$ cat config.mk
export PLATFORM = sky130hd
export DESIGN_NAME = router_pkt_gen
export DESIGN_NICKNAME = d
export VERILOG_FILES = /design/src/rtl/router_pkt_gen.sv
export SDC_FILE = /design/constraint.sdc
export NUM_CORES = 1
export LEC_CHECK = 0
export ABC_CLOCK_PERIOD_IN_PS = 5300
export BUFFER_PORTS_ARGS = -buffer_cell sky130_fd_sc_hd__buf_2
export CORE_ASPECT_RATIO = 1.5
export CORE_MARGIN = 1
export CORE_UTILIZATION = 35
export DETAILED_ROUTE_END_ITERATION = 6
export GPL_TIMING_DRIVEN = 0
export PLACE_DENSITY = 0.52
export REMOVE_ABC_BUFFERS = 1
export SLEW_MARGIN = 20
export SYNTH_ARGS = -nofsm -noshare
export SYNTH_HDL_FRONTEND = slang
export SYNTH_SLANG_ARGS = --single-unit
$ cat constraint.sdc
create_clock -name clock -period 5.3 [get_ports clock]
set_input_delay 1.59 -clock clock [delete_from_list [all_inputs] [get_ports clock]]
set_output_delay 1.59 -clock clock [all_outputs]
set_load 0.02 [all_outputs]
$ cat src/rtl/router_pkt_gen.sv
// Packet source for the router input port: header {len,addr}, len LFSR payload
// beats, then a parity beat. All outputs registered; beats hold while busy is high.
module router_pkt_gen #(
  parameter int                DATA_W    = 8,
  parameter int                ADDR_W    = 2,
  parameter int                NUM_DEST  = 3,
  parameter logic [DATA_W-1:0] LFSR_POLY = 8'hB8,
  parameter logic [DATA_W-1:0] LFSR_SEED = 8'hA5,
  parameter int                CNT_W     = 16
) (
  input  logic                     clock,
  input  logic                     resetn,
  input  logic                     start,
  input  logic [ADDR_W-1:0]        cfg_addr,
  input  logic [DATA_W-ADDR_W-1:0] cfg_len,
  input  logic                     cfg_err_inj,
  input  logic                     busy,
  output logic                     pkt_valid,
  output logic [DATA_W-1:0]        data_in,
  output logic                     gen_active,
  output logic                     done,
  output logic                     addr_invld,
  output logic [CNT_W-1:0]         pkt_cnt
);

  localparam int LEN_W = DATA_W - ADDR_W;
  localparam logic [ADDR_W:0] DEST_LIM = (ADDR_W+1)'(NUM_DEST);

  typedef enum logic [1:0] {
    S_IDLE    = 2'd0,
    S_HEADER  = 2'd1,
    S_PAYLOAD = 2'd2,
    S_PARITY  = 2'd3
  } state_t;

  state_t              r_state, w_state_nx;
  logic [LEN_W-1:0]    r_len, w_len;
  logic [ADDR_W-1:0]   r_addr, w_addr;
  logic                r_err, w_err;
  logic [DATA_W-1:0]   r_lfsr, w_lfsr;
  logic [DATA_W-1:0]   r_acc, w_acc;
  logic [LEN_W-1:0]    r_beat_cnt, w_beat_cnt;
  logic [DATA_W-1:0]   r_data, w_data;
  logic                r_valid, w_valid;
  logic                r_active, w_active;
  logic                r_done, w_done;
  logic                r_invld, w_invld;
  logic [CNT_W-1:0]    r_pkt_cnt, w_pkt_cnt;

  function automatic logic [DATA_W-1:0] f_lfsr_step(input logic [DATA_W-1:0] v);
    logic [DATA_W-1:0] sh;
    sh = v >> 1;
    if (v[0]) begin
      f_lfsr_step = sh ^ LFSR_POLY;
    end else begin
      f_lfsr_step = sh;
    end
  endfunction

  // Even parity accumulator, inverted when an error is being injected
  function automatic logic [DATA_W-1:0] f_parity_beat(input logic [DATA_W-1:0] acc,
                                                       input logic inj);
    if (inj) begin
      f_parity_beat = ~acc;
    end else begin
      f_parity_beat = acc;
    end
  endfunction

  // State and output registers
  always_ff @(posedge clock or negedge resetn) begin
    if (!resetn) begin
      r_state    <= S_IDLE;
      r_len      <= '0;
      r_addr     <= '0;
      r_err      <= 1'b0;
      r_lfsr     <= LFSR_SEED;
      r_acc      <= '0;
      r_beat_cnt <= '0;
      r_data     <= '0;
      r_valid    <= 1'b0;
      r_active   <= 1'b0;
      r_done     <= 1'b0;
      r_invld    <= 1'b0;
      r_pkt_cnt  <= '0;
    end else begin
      r_state    <= w_state_nx;
      r_len      <= w_len;
      r_addr     <= w_addr;
      r_err      <= w_err;
      r_lfsr     <= w_lfsr;
      r_acc      <= w_acc;
      r_beat_cnt <= w_beat_cnt;
      r_data     <= w_data;
      r_valid    <= w_valid;
      r_active   <= w_active;
      r_done     <= w_done;
      r_invld    <= w_invld;
      r_pkt_cnt  <= w_pkt_cnt;
    end
  end

  // Next state and next registered outputs; everything holds unless a beat is accepted
  always_comb begin
    w_state_nx = r_state;
    w_len      = r_len;
    w_addr     = r_addr;
    w_err      = r_err;
    w_lfsr     = r_lfsr;
    w_acc      = r_acc;
    w_beat_cnt = r_beat_cnt;
    w_data     = r_data;
    w_valid    = r_valid;
    w_active   = r_active;
    w_done     = 1'b0;
    w_invld    = r_invld;
    w_pkt_cnt  = r_pkt_cnt;
    case (r_state)
      S_IDLE: begin
        w_data   = '0;
        w_valid  = 1'b0;
        w_active = 1'b0;
        w_invld  = 1'b0;
        if (start) begin
          w_state_nx = S_HEADER;
          w_len      = cfg_len;
          w_addr     = cfg_addr;
          w_err      = cfg_err_inj;
          w_data     = {cfg_len, cfg_addr};
          w_acc      = {cfg_len, cfg_addr};
          w_beat_cnt = '0;
          w_valid    = 1'b1;
          w_active   = 1'b1;
          w_invld    = ({1'b0, cfg_addr} >= DEST_LIM);
        end else begin
          w_state_nx = S_IDLE;
        end
      end
      S_HEADER: begin
        if (!busy) begin
          if (r_len != '0) begin
            w_state_nx = S_PAYLOAD;
            w_data     = r_lfsr;
            w_valid    = 1'b1;
          end else begin
            w_state_nx = S_PARITY;
            w_data     = f_parity_beat(r_acc, r_err);
            w_valid    = 1'b0;
          end
        end else begin
          w_state_nx = S_HEADER;
        end
      end
      S_PAYLOAD: begin
        if (!busy) begin
          w_acc      = r_acc ^ r_data;
          w_lfsr     = f_lfsr_step(r_lfsr);
          w_beat_cnt = r_beat_cnt + LEN_W'(1);
          if (w_beat_cnt == r_len) begin
            w_state_nx = S_PARITY;
            w_data     = f_parity_beat(w_acc, r_err);
            w_valid    = 1'b0;
          end else begin
            w_data     = w_lfsr;
          end
        end else begin
          w_state_nx = S_PAYLOAD;
        end
      end
      S_PARITY: begin
        if (!busy) begin
          w_state_nx = S_IDLE;
          w_data     = '0;
          w_valid    = 1'b0;
          w_active   = 1'b0;
          w_invld    = 1'b0;
          w_done     = 1'b1;
          w_pkt_cnt  = r_pkt_cnt + CNT_W'(1);
        end else begin
          w_state_nx = S_PARITY;
        end
      end
      default: begin
        w_state_nx = S_IDLE;
        w_data     = '0;
        w_valid    = 1'b0;
        w_active   = 1'b0;
        w_invld    = 1'b0;
      end
    endcase
  end

  assign pkt_valid  = r_valid;
  assign data_in    = r_data;
  assign gen_active = r_active;
  assign done       = r_done;
  assign addr_invld = r_invld;
  assign pkt_cnt    = r_pkt_cnt;

endmodule

After elaboration in Yosys (flattened, before gate mapping). Index checks and enable logic that the tools add are counted.

Add/subtract/negate cells: 2. Reduce and logical (&&, ||, !) cells: 11. Mux-type cells: 35. Equality and inequality tests: 10. Bitwise logic cells: 5. Order comparisons: 1.

Operators by type and width (count): $mux 8 (11); $pmux 8 s4 (1); $add 16x1->16 const B (1); $not 8->8 (2); $pmux 8 s2 (1); $mux 6 (2); $pmux 6 s2 (1); $mux 1 (11); $ne 2x2->1 const B (5); $mux 2 (4); $pmux 2 s4 (1); $reduce_and 2->1 (4); $xor 8x8->8 (1); $add 6x1->6 const B (1); $eq 6x6->1 (1); $reduce_and 3->1 (2); $reduce_bool 6->1 (1); $eq 2x2->1 const B (2); $not 3->4 (1); $pmux 1 s2 (2); $pmux 1 s4 (1); $reduce_and 4->1 (1); $reduce_bool 2->1 (2); $ne 3x3->1 const B (1); 4 further kinds (4).

Word-level logic and storage cells: 76. Output and inout port bits: 28. Input port bits: 13. Bits in registers: 59.

Depth between registers and ports, before layout.
Depth in word-level cells: 6. Depth in mapped cells: 10. Mapped depth without buffers: 7.

Worst setup path before layout. No wires, ideal clock.

Path type: input to register. Start point: input start. End point: register r_acc[5]. Library setup time: 0.087 ns. Data arrival time: 2.925 ns. Buffers on the path: 3. Stages on the path: 8. Path slack: 2.287 ns. Required time: 5.213 ns. Cells stage by stage: nor2b_1 > nor2b_1 > clkbuf_1 > nand2b_1 > clkbuf_1 > buf_2 > o21ai_0 > a22oi_1.

Cells in the longest elaborated chain, start to end: 2.

RTL lines: start, declared (RTL line 13) `input logic start,`; $ne 2x2->1 (no line); $reduce_and 3->1 (no line); end signal, assigned (RTL line 92) `r_acc <= w_acc;`; end, declared (RTL line 41) `logic [DATA_W-1:0] r_acc, w_acc;`.

No other way between the ends. A chain may end at the register's enable or synchronous reset.

Final worst setup path.
Start point: input start. End point: register r_beat_cnt[2].

Cells in the longest elaborated chain, start to end: 2.

RTL lines: $ne 2x2->1 (no line); $reduce_and 3->1 (no line); end signal, assigned (RTL line 93) `r_beat_cnt <= w_beat_cnt;`; end, declared (RTL line 42) `logic [LEN_W-1:0] r_beat_cnt, w_beat_cnt;`.

No other way between the ends.

==> reports/metrics.csv <==
metric,value,unit
number of library cell types mapped by synthesis,43,
max_cap viols,0,
ys flop type,dfrtp_1,
WL final,8302,um
Final ANT Viol Nets,0,
Crit path required time,5.50,ns
DIE AREA,0.009893,mm^2
yosys synthesis warning count,0,
final setup fails,0,
Final HPWL DP,5607,um
period utilization,0.6784,
Worst-Margin Slew,0.8184,ns
CTS Buf Count,9,
fraction of layout cells with a size suffix above 1,0.2205,
setup tns final,0,ns
#FFs+latches synth,59,
Area after DPL,0.003591,mm^2
worst skew pair latency,0.33,ns
CP max FO,18,
Ports,41,
Max H-tree Level,3,
CTS Buffer Depth,2,
Die X-Extent,81.55,um
NumNets Final,400,
Fmax,0.2781,GHz
Post-CTS Setup Bufs,0,
Fin. Hold Viols,0,
vias in the first global route,2600,
asr flop ratio synth,1.000,
Clock Sinks,59,
Post-CTS Resized,0,
WP data arrival,3.80,ns
worst vdd ir,0.2243,mV
gr usage total,0.1853,
Crit. End Element,register,
Root Driver,clkbuf_16,
Die Span Y,121.3,um
Crit Path Class,input port to register,
average cell area after synthesis,9.331,um^2
largest net degree at the start of global routing,53,
vias post-DR,2681,
largest family of logic cells by synthesized area,simple AND/OR/NAND/NOR gates,
Power Density,577.2,mW/mm^2
simple-gate share of the synthesized area,0.1661,
Hold Crit Class,register to register,
Finished Cell Area,0.003920,mm^2
initial antenna violation count,0,
mux cell area share after synthesis,0.07458,
sequential-to-total area share from yosys stat,0.4460,
Pleak,1.812,nW
status,"complete, no violations",
Design Power,2.263,mW
CTS tree,built,
Post-Synth Adder-Cell Area,0.007533,
mapped cell area,0.003322,mm^2
"Area growth, synth to finish",18.00,%
fillers,928,
final core utilization,0.4236,
clk slew on worst S/H paths,0.05,ns
worst relative slew slack,0.4524,
Synth Area in XOR/XNOR,0.09944,
# hold bufs at CTS,0,
Initial Util,0.3590,
first-pass GRT wire length,13340,um
gr ovfl total,0,
RSZ-0062 raised after global routing,no,
Final Max Tran Viols,0,
Synth Area in Compound Gates,0.1616,
clock skew,0.006059,ns
crit path launch type,input port,
GPL Wtd Cong,0.7969,
Hold WS,0.4559,ns
crit path time final,3.596,ns
Rows,43,
Core Box Area,0.009254,mm^2
Syn Inst Count,356,
port buffer count,40,
detail-routed via count per cell,5.341,
# DRC,0,
number of synthesized flops with an enable pin,0,
DRT iter0 DRCs,101,
DR pass1 iterations,4,
DR WL/cell,16.54,um
n_diodes,0,
## state kept, by name, summed over array words and instances, names as in the netlist, 2 cells and up
signal / count
r_acc: 8
r_state: 2
r_lfsr: 8
pkt_cnt: 16
data_in: 8
r_beat_cnt: 6
r_len: 6
## kinds of logic after synthesis
group	count (synthesis)
flip-flops	59
adder cells (fa/ha/maj)	2
AO/OA/AOI/OAI	86
buffers and inverters	35
multiplexers	22
XOR/XNOR	36
AND/OR/NAND/NOR	116
## worst max-delay path, cell delays in order
cell,delay [ns]
buf_2,0.23
nor2b_1,0.30
nor2b_1,0.60
nand2b_1,0.70
o21ai_0,0.20
nand2_1,0.10
o21ai_0,0.07
## path summary, 6_finish.rpt
| path | start | endpoint | slack, ns | depth (start not counted) |
|---|---|---|---|---|
| setup / recovery | start | r_beat_cnt[2] | 1.70 | 7 |
| hold / removal | pkt_cnt[15] | pkt_cnt[15] | 0.46 | 1 |
| setup reg to reg | r_state[1] | r_beat_cnt[2] | 1.89 | 6 |
| hold reg to reg | pkt_cnt[15] | pkt_cnt[15] | 0.46 | 1 |
| max in group asynchronous | resetn | r_lfsr[5] | 3.70 | 2 |
| min in group asynchronous | resetn | pkt_cnt[6] | 1.08 | 1 |
## per-layer routing
layer  track usage  wire length [um]  vias up
met5             0                 0        -
met4       0.08147               164        0
met3       0.04211               255       13
met2        0.3104              4132       44
met1        0.2210              3750     1321
li1              -                 -     1303
## power by group
group	internal, mW	switching (mW)
clock	0.436	0.211
sequential	0.580	0.202
combinational	0.346	0.487
total	1.36	0.900
## synthesized netlist by cell type (3+ instances only)
| cell | count | share of area |
|---|---|---|
| a21oi_1 | 18 | 0.027 |
| a22oi_1 | 8 | 0.018 |
| and3_1 | 3 | 0.0057 |
| clkbuf_1 | 19 | 0.021 |
| dfrtp_1 | 55 | 0.41 |
| dfstp_2 | 4 | 0.032 |
| inv_1 | 12 | 0.014 |
| mux2_2 | 14 | 0.047 |
| mux2i_1 | 6 | 0.018 |
| nand2_1 | 56 | 0.063 |
| nand2b_1 | 5 | 0.0094 |
| nand3_1 | 15 | 0.023 |
| nand4_1 | 3 | 0.0057 |
| nor2_1 | 13 | 0.015 |
| nor2b_1 | 4 | 0.0075 |
| o21ai_0 | 31 | 0.047 |
| o221ai_1 | 7 | 0.018 |
| o22ai_1 | 7 | 0.013 |
| o31ai_1 | 6 | 0.014 |
| or2_2 | 5 | 0.0094 |
| xnor2_1 | 19 | 0.050 |
| xor2_1 | 16 | 0.042 |
## final cells by class
class | count | area [um^2] | share of cell area
clock inverter | 4 | 72.57 | 0.01851
multi-input combinational | 262 | 1694 | 0.4322
tap | 112 | 140.1 | 0.03575
inverter | 12 | 45.04 | 0.01149
clock buffer | 12 | 256.5 | 0.06543
timing repair buffer | 41 | 230.2 | 0.05873
sequential | 59 | 1481 | 0.3779
## per-stage QoR
stage	cells	setup WS [ns]
6_report	502	1.704
5_1_grt	502	1.495
4_1_cts	502	1.730
3_5_place_dp	486	1.384
3_3_place_gp	485	1.401
2_1_floorplan	333	2.272
## cell usage in the layout, fill, tap and decap left out, types with 2 or more instances in the layout
| cell type | count |
|---|---|
| nand2_1 | 56 |
| dfrtp_1 | 55 |
| buf_2 | 39 |
| o21ai_0 | 31 |
| xnor2_1 | 19 |
| a21oi_1 | 18 |
| xor2_1 | 16 |
| nand3_1 | 15 |
| mux2_2 | 14 |
| nor2_1 | 13 |
| inv_1 | 12 |
| clkbuf_16 | 9 |
| a22oi_1 | 8 |
| o22ai_1 | 7 |
| o221ai_1 | 7 |
| mux2i_1 | 6 |
| o31ai_1 | 6 |
| nand2b_1 | 5 |
| or2_2 | 5 |
| dfstp_2 | 4 |
| and3_1 | 3 |
| nor2b_1 | 3 |
| nand4_1 | 3 |
| nand3b_1 | 2 |
| a31oi_1 | 2 |
| or3_1 | 2 |
| mux2_4 | 2 |
| a21o_1 | 2 |
| a221oi_2 | 2 |
| ha_1 | 2 |
| clkbuf_8 | 2 |
| bufinv_16 | 2 |
Note: power is estimated with default switching activity, not from simulation.
